===== config.mk =====
export PLATFORM = sky130hd
export DESIGN_NAME = spi_flash_line_fetcher
export DESIGN_NICKNAME = d
export VERILOG_FILES = /design/src/rtl/spi_flash_line_fetcher.sv
export SDC_FILE = /design/constraint.sdc
export NUM_CORES = 1
export LEC_CHECK = 0
export ABC_AREA = 1
export ABC_CLOCK_PERIOD_IN_PS = 1400
export BUFFER_PORTS_ARGS = -buffer_cell sky130_fd_sc_hd__buf_2
export CAP_MARGIN = 20
export CORE_ASPECT_RATIO = 1.25
export CORE_MARGIN = 1.5
export CORE_UTILIZATION = 55
export CTS_CLUSTER_SIZE = 24
export DETAILED_ROUTE_END_ITERATION = 8
export HOLD_SLACK_MARGIN = 0.1
export PLACE_DENSITY = 0.76
export REMOVE_ABC_BUFFERS = 1
export SKIP_CTS_REPAIR_TIMING = 1
export SLEW_MARGIN = 20
export SYNTH_ARGS = -nofsm -noshare
export SYNTH_HDL_FRONTEND = slang
export SYNTH_SLANG_ARGS = --single-unit

===== constraint.sdc =====
create_clock -name clk -period 1.4 [get_ports clk]
set_input_delay 0 -clock clk [delete_from_list [all_inputs] [get_ports clk]]
set_output_delay 0 -clock clk [all_outputs]
set_load 0.01 [all_outputs]

===== src/rtl/spi_flash_line_fetcher.sv =====
`default_nettype none
// ============================================================================
// Module      : spi_flash_line_fetcher
// Description : SPI flash READ (03h) engine. Sends {CMD, addr} MSB-first, then
//               shifts NBITS data bits into a line buffer that the pixel stage
//               drains MSB-first one bit per pix_shift.
// Revision    : 1.0 - initial release
// ============================================================================
module spi_flash_line_fetcher #(
    parameter int          NBITS = 120,
    parameter logic [7:0]  CMD   = 8'h03
) (
    input  logic        clk,
    input  logic        rst_n,
    input  logic        start,
    input  logic [23:0] addr,
    output logic        busy,
    output logic        done,
    output logic        buf_valid,
    input  logic        pix_shift,
    output logic        pix_bit,
    output logic        spi_cs,
    output logic        spi_sclk,
    output logic        spi_mosi,
    input  logic        spi_miso
);

    // Bit index covers 32 command/address bits plus NBITS data bits.
    localparam int            CW     = $clog2(32 + NBITS);
    localparam logic [CW-1:0] C_LAST = CW'(31 + NBITS);
    localparam logic [CW-1:0] C_DATA = CW'(32);

    typedef enum logic [1:0] {
        S_IDLE = 2'd0,
        S_XFER = 2'd1,
        S_DONE = 2'd2
    } state_t;

    state_t           r_state;
    logic [31:0]      r_tx;
    logic [NBITS-1:0] r_buf;
    logic [CW-1:0]    r_cnt;

    // Readout is masked until a full line has landed in the buffer.
    assign pix_bit = buf_valid & r_buf[NBITS-1];

    // Transaction sequencer; spi_sclk doubles as the half-bit phase flag.
    always_ff @(posedge clk or negedge rst_n) begin
        if (!rst_n) begin
            r_state   <= S_IDLE;
            r_tx      <= 32'd0;
            r_buf     <= '0;
            r_cnt     <= '0;
            busy      <= 1'b0;
            done      <= 1'b0;
            buf_valid <= 1'b0;
            spi_cs    <= 1'b0;
            spi_sclk  <= 1'b0;
            spi_mosi  <= 1'b0;
        end else begin
            case (r_state)
                S_IDLE: begin
                    if (start) begin
                        r_tx      <= {CMD, addr};
                        r_cnt     <= '0;
                        buf_valid <= 1'b0;
                        r_state   <= S_XFER;
                    end else if (pix_shift && buf_valid) begin
                        r_buf <= {r_buf[NBITS-2:0], 1'b0};
                    end
                end
                S_XFER: begin
                    if (!spi_cs) begin
                        // First cycle after the start edge: open the frame.
                        spi_cs   <= 1'b1;
                        busy     <= 1'b1;
                        spi_sclk <= 1'b0;
                        spi_mosi <= r_tx[31];
                    end else if (!spi_sclk) begin
                        spi_sclk <= 1'b1;
                    end else begin
                        // Falling edge: next MOSI bit (zeros once TX drains), sample MISO.
                        spi_sclk <= 1'b0;
                        r_tx     <= {r_tx[30:0], 1'b0};
                        spi_mosi <= r_tx[30];
                        if (r_cnt >= C_DATA) begin
                            r_buf <= {r_buf[NBITS-2:0], spi_miso};
                        end
                        if (r_cnt == C_LAST) begin
                            spi_cs    <= 1'b0;
                            done      <= 1'b1;
                            buf_valid <= 1'b1;
                            r_state   <= S_DONE;
                        end else begin
                            r_cnt <= r_cnt + 1'b1;
                        end
                    end
                end
                S_DONE: begin
                    done    <= 1'b0;
                    busy    <= 1'b0;
                    r_state <= S_IDLE;
                end
                default: begin
                    r_state <= S_IDLE;
                end
            endcase
        end
    end

endmodule
`default_nettype wire


After elaboration in Yosys (flattened, before gate mapping)

Cells that the tools add are included.

Flip-flop bits (word level): 168
Input port bits: 29
Word-level logic and storage cells: 73

Add/subtract/negate cells: 1
Magnitude comparators: 1
Equal/unequal tests: 13
Muxes and demuxes: 35
Bitwise operators: 1
Reductions and logical operators: 12

Operator list:

| operator              | number |
|---|---|
| $mux W120             | 5 |
| $pmux W120 S2         | 1 |
| $mux W32              | 3 |
| $pmux W32 S2          | 1 |
| $mux W8               | 4 |
| $ne A2 B2 Y1 const B  | 9 |
| $pmux W8 S2           | 1 |
| $mux W1               | 12 |
| $reduce_and A4 Y1     | 3 |
| $reduce_and A5 Y1     | 2 |
| $add A8 B1 Y8 const B | 1 |
| $eq A8 B8 Y1 const B  | 1 |
| $ge A8 B6 Y1 const B  | 1 |
| $mux W2               | 4 |
| $pmux W1 S2           | 3 |
| $reduce_and A6 Y1     | 1 |
| $pmux W2 S2           | 1 |
| $reduce_and A2 Y1     | 2 |
| $reduce_bool A2 Y1    | 2 |
| $eq A2 B1 Y1 const B  | 1 |
| $eq A2 B2 Y1 const B  | 1 |
| $logic_not A2 Y1      | 1 |
| $ne A2 B1 Y1 const B  | 1 |
| $and A1 B1 Y1         | 1 |
| $logic_and A1 B1 Y1   | 1 |

Depth between registers and ports, before layout

Depth in word-level cells: 5
Gate-level depth with buffers: 8
Gate-level depth less buffers: 8

Worst setup path before layout

OpenSTA, ideal clock, no wires.

Path kind: reg-to-reg
From: reg r_state[1]
To: reg r_cnt[5]
Setup time: 0.124 ns
Data arrival time: 1.234 ns
Required time: 1.276 ns
Path slack: 0.042 ns
Stages on the path, launching flop included: 8
Path through: dfrtp_1 -> nor2_4 -> nand2_2 -> nand2_2 -> buf_4 -> nand2_2 -> nand2_1 -> o21ai_1

Cells in the longest elaborated chain, start to end: 3
Elaborated cells on any way between the ends: 9
Classes of those cells: 5 x eq/ne; 1 x mux; 3 x reduce/logical

RTL lines:

| element                                                                    | RTL line | text |
|---|---|---|
| from (decl)                                                                | 39       | `state_t r_state;` |
| from (signal assigned)                                                     | 50       | `r_state <= S_IDLE;` |
| from (signal assigned)                                                     | 67       | `r_state <= S_XFER;` |
| from (signal assigned)                                                     | 93       | `r_state <= S_DONE;` |
| $eq A2 B1 Y1 / $logic_not A2 Y1 (equally long branches)                    | 61       | `case (r_state)` |
| $ne A2 B2 Y1 (no source line) / $reduce_bool A2 Y1 (equally long branches) | n/a      |  |
| $reduce_and A5 Y1 (no source line)                                         | n/a      |  |
| to (signal assigned)                                                       | 95       | `r_cnt <= r_cnt + 1'b1;` |
| to (decl)                                                                  | 42       | `logic [CW-1:0] r_cnt;` |

Several ways; a longest one is shown, not always the timed one.
A chain may end at the register's enable or synchronous reset.

Final worst setup path

From: reg r_state[1]
To: reg r_buf[63]

Cells in the longest elaborated chain, start to end: 3
Elaborated cells on any way between the ends: 10
Classes of those cells: 6 x eq/ne; 1 x mux; 3 x reduce/logical

RTL lines:

| element                                                                    | RTL line | text |
|---|---|---|
| $eq A2 B1 Y1 / $logic_not A2 Y1 (equally long branches)                    | 61       |  |
| $ne A2 B2 Y1 (no source line) / $reduce_bool A2 Y1 (equally long branches) | n/a      |  |
| $reduce_and A6 Y1 (no source line)                                         | n/a      |  |
| to (signal assigned)                                                       | 69       | `r_buf <= {r_buf[NBITS-2:0], 1'b0};` |
| to (signal assigned)                                                       | 87       | `r_buf <= {r_buf[NBITS-2:0], spi_miso};` |
| to (decl)                                                                  | 41       | `logic [NBITS-1:0] r_buf;` |

Several ways; a longest one is shown, not always the timed one.

==> summary.md <==
| Metric | Value |
|---|---|
| Overflow after GRT | `0` |
| Post-synthesis simple-gate area fraction | `0.3096` |
| Initial antenna violation count | `0` |
| Initial DRC Count | `between 500 and 600` |
| Initial Utilization | `0.5702` |
| Syn avg cell area | `8.705 um^2` |
| H-tree levels | `4` |
| Drt first pass iters | `5` |
| Final hold viol count | `0` |
| Buf/Inv on CP | `5` |
| Post-route DRC | `0` |
| CTS Root Buffer Type | `clkbuf_16` |
| Comb pwr share | `0.021` |
| Post-Route WL | `~16000 um` |
| Sequential share of the synthesized area | `0.6006` |
| Die width | `103.9 um` |
| Minimum clock period | `approximately 1.5 ns` |
| Setup TNS | `-7.647 ns` |
| Share of post-route cells with drive strength above 1 | `0.1705` |
| CP top delay family | `buffers and inverters` |
| Clock sink count | `about 170` |
| Met2 WL | `between 8000 and 9000 um` |
| Largest family of logic cells by synthesized area | `simple AND/OR/NAND/NOR gates` |
| Setup ws final | `-0.1323 ns` |
| Diode count | `0` |
| Pins Over Slew Limit | `0` |
| Final Skew | `~0.0074 ns` |
| Area contributors post-synth | `dfrtp_1, nand2_1, nand3_1` |
| CTS max path bufs | `2` |
| Worst slew pin tran | `between 0.4 and 0.5 ns` |
| Fin Hold WS | `~0.066 ns` |
| Synth Area in XOR/XNOR | `0.001251` |
| Async S/R FF share, synth | `1.000` |
| Max-Cap Viols | `0` |
| Peak supply drop | `between 0.7 and 0.8 mV` |
| Largest area contributor in the netlist | `dfrtp_1` |
| Routed vias/inst | `between 5 and 6` |
| Synth warn | `0` |
| Die area | `approximately 13000 um^2` |
| Final worst-path cycle share | `1.095` |
| Cell row count | `45` |
| Layout area overhead | `28.07%` |
| CP Launch Type | `register` |
| Final ANT Viol Nets | `0` |
| Leak | `~4.7 nW` |
| # IOs | `36` |
| Dpl hpwl | `around 8400 um` |
| FMAX | `between 600 and 700 MHz` |
| Run status | `complete, but fails checks` |
| Seq pwr share | `0.482` |
| Crit path arrival time | `about 1.8 ns` |
| Post-synthesis instance total | `between 800 and 900` |
| Metal1 wirelength | `6846 um` |
| Multiplexer area fraction after synthesis | `0` |
| Critical path cell sequence | `inv_2, nand2_1, nand4_1, buf_6, buf_6, buf_12, buf_12, nand3_1, nand2_1` |
| Clk Latency, worst-skew pair | `0.43 ns` |
| Placed cell areas | `around 7600 um^2` |
| Top cells by count, synth | `nand2_1, dfrtp_1, nand3_1, nor2_1, buf_2` |
| Synth Register Bits | `between 150 and 200` |
| Die Y | `129.1 um` |
| Share of the synthesized area in the top cell type | `0.6006` |
| GRT Overall Usage | `0.2216` |
| Highest routed layer | `met4` |
| Synthesized area | `6999 um^2` |
| Final setup violation count | `~130` |
| Total Nets Final | `921` |
| Post-Synth Adder-Cell Area | `0.003575` |
| CP max stage delay | `approximately 0.42 ns` |
| PortBufs | `35` |
| Vias in the first global route | `~5300` |
| Switching power | `2.014 mW` |
| Most used DFF post-synth | `dfrtp_1` |
| Internal power | `between 8 and 9 mW` |
| Metal3 WL | `roughly 850 um` |
| RSZ-0062 raised after global routing | `true` |
| CTS tree | `built` |
| Worst-path clk slew | `~0.060 ns` |
| Most common cell in the netlist | `nand2_1` |
| Number of synthesized flops with an enable pin | `0` |
| Crit Path Max Fanout | `17` |
| Pwr per Cell Area | `1125 nW/um^2` |
| Synth Area in Compound Gates | `0.03361` |
| Req. time, crit path | `1.71 ns` |
| Sw frac | `0.1997` |
| Routability cong. | `0.8556` |
| Slowest CP cell | `dfrtp_1` |
| Non-Filler Cell Area, Final | `between 8000 and 9000 um^2` |
| Core area | `around 12000 um^2` |
| DR vias | `between 5000 and 6000` |
| Inserted Clock Buffers | `17` |
| Average wire per standard cell | `between 15 and 20 um` |
| Tot Pwr | `a little over 10 mW` |
| Failing checks | `setup timing` |
| Clk pwr share | `0.497` |
| Relative slew slack | `0.7095` |
| Hold Path Class | `in -> async` |
| First-pass GRT wire length | `~24000 um` |
| Crit path capture type | `register` |
| Pin count of the biggest net entering global routing | `75` |
| Critical Setup Path Class | `reg -> reg` |
| Synth cell types | `22` |
==> cell usage in the layout (no fill, tap or decap), types with 3 or more instances in the layout <==
cell type,count
nand2_1,312
dfrtp_1,168
nand3_1,144
buf_2,34
nor2_1,32
clkbuf_16,27
dlygate4sd3_1,26
a31oi_1,25
buf_4,25
inv_1,17
buf_12,17
nand2_2,16
o21ai_1,8
buf_6,6
nand4_1,5
clkinv_2,4
bufinv_16,4
inv_2,3
nor3_1,3
nand2_4,3
a21oi_1,3
clkbuf_8,3
==> power by group through the flow <==
stage          clock network (mW)  logic (mW)  registers (mW)
2_1_floorplan                   0     0.00244            4.95
3_3_place_gp                    0       0.160            4.95
3_5_place_dp                    0       0.164            4.95
4_1_cts                      5.06       0.165            4.86
5_1_grt                      5.24       0.245            4.85
6_report                     5.01       0.216            4.86
==> per-layer routing <==
layer,vias to the layer above,GRT usage
li1,2778,-
met1,2933,0.2871
met2,218,0.3705
met3,31,0.04326
met4,0,0.09232
met5,-,0
==> registers in the layout, indices dropped and copies added, names as in the netlist <==
name       count
r_buf        120
r_tx          32
buf_valid      1
spi_sclk       1
spi_mosi       1
done           1
r_cnt          8
busy           1
r_state        2
spi_cs         1
==> cell families after synthesis <==
kind of cell,Yosys count
fa+ha+maj,2
simple gates,520
compound gates,40
flops,168
xor+xnor,1
buf+inv,73
==> stage by stage <==
stage | worst slack [ns] | cells | util
3_3_place_gp | 0.001153 | 992 | 0.6212
6_report | -0.1323 | 1067 | 0.7303
4_1_cts | -0.09393 | 1024 | 0.6733
2_1_floorplan | -5.553 | 751 | -
3_5_place_dp | -0.06126 | 992 | 0.6212
5_1_grt | -0.1910 | 1067 | 0.7303
==> area by class of cell <==
| type | instances | area, um^2 |
|---|---|---|
| multi-input cells | 565 | 2564 |
| inverters | 20 | 75.07 |
| repair buffers | 118 | 1276 |
| flip-flops and latches | 168 | 4204 |
| clock inverters | 12 | 172.7 |
| well taps | 164 | 205.2 |
| clock buffers | 20 | 466.7 |
| fillers | 837 | 3311 |
==> path summary, 6_finish.rpt <==
check,from,endpoint,slack [ns],cells after the start
worst max-delay path,r_state[1]$_DFFE_PN0P_,r_buf[63]$_DFFE_PN0P_,-0.13,9
worst min-delay path,rst_n,done$_DFFE_PN0P_,0.07,2
worst max register to register,r_state[1]$_DFFE_PN0P_,r_buf[63]$_DFFE_PN0P_,-0.13,9
worst min register to register,r_buf[4]$_DFFE_PN0P_,r_buf[5]$_DFFE_PN0P_,0.47,2
max in group asynchronous,rst_n,r_buf[27]$_DFFE_PN0P_,0.75,3
min in group clk,start,r_state[0]$_DFFE_PN0P_,0.16,4
(Power assumes the default switching activity.)
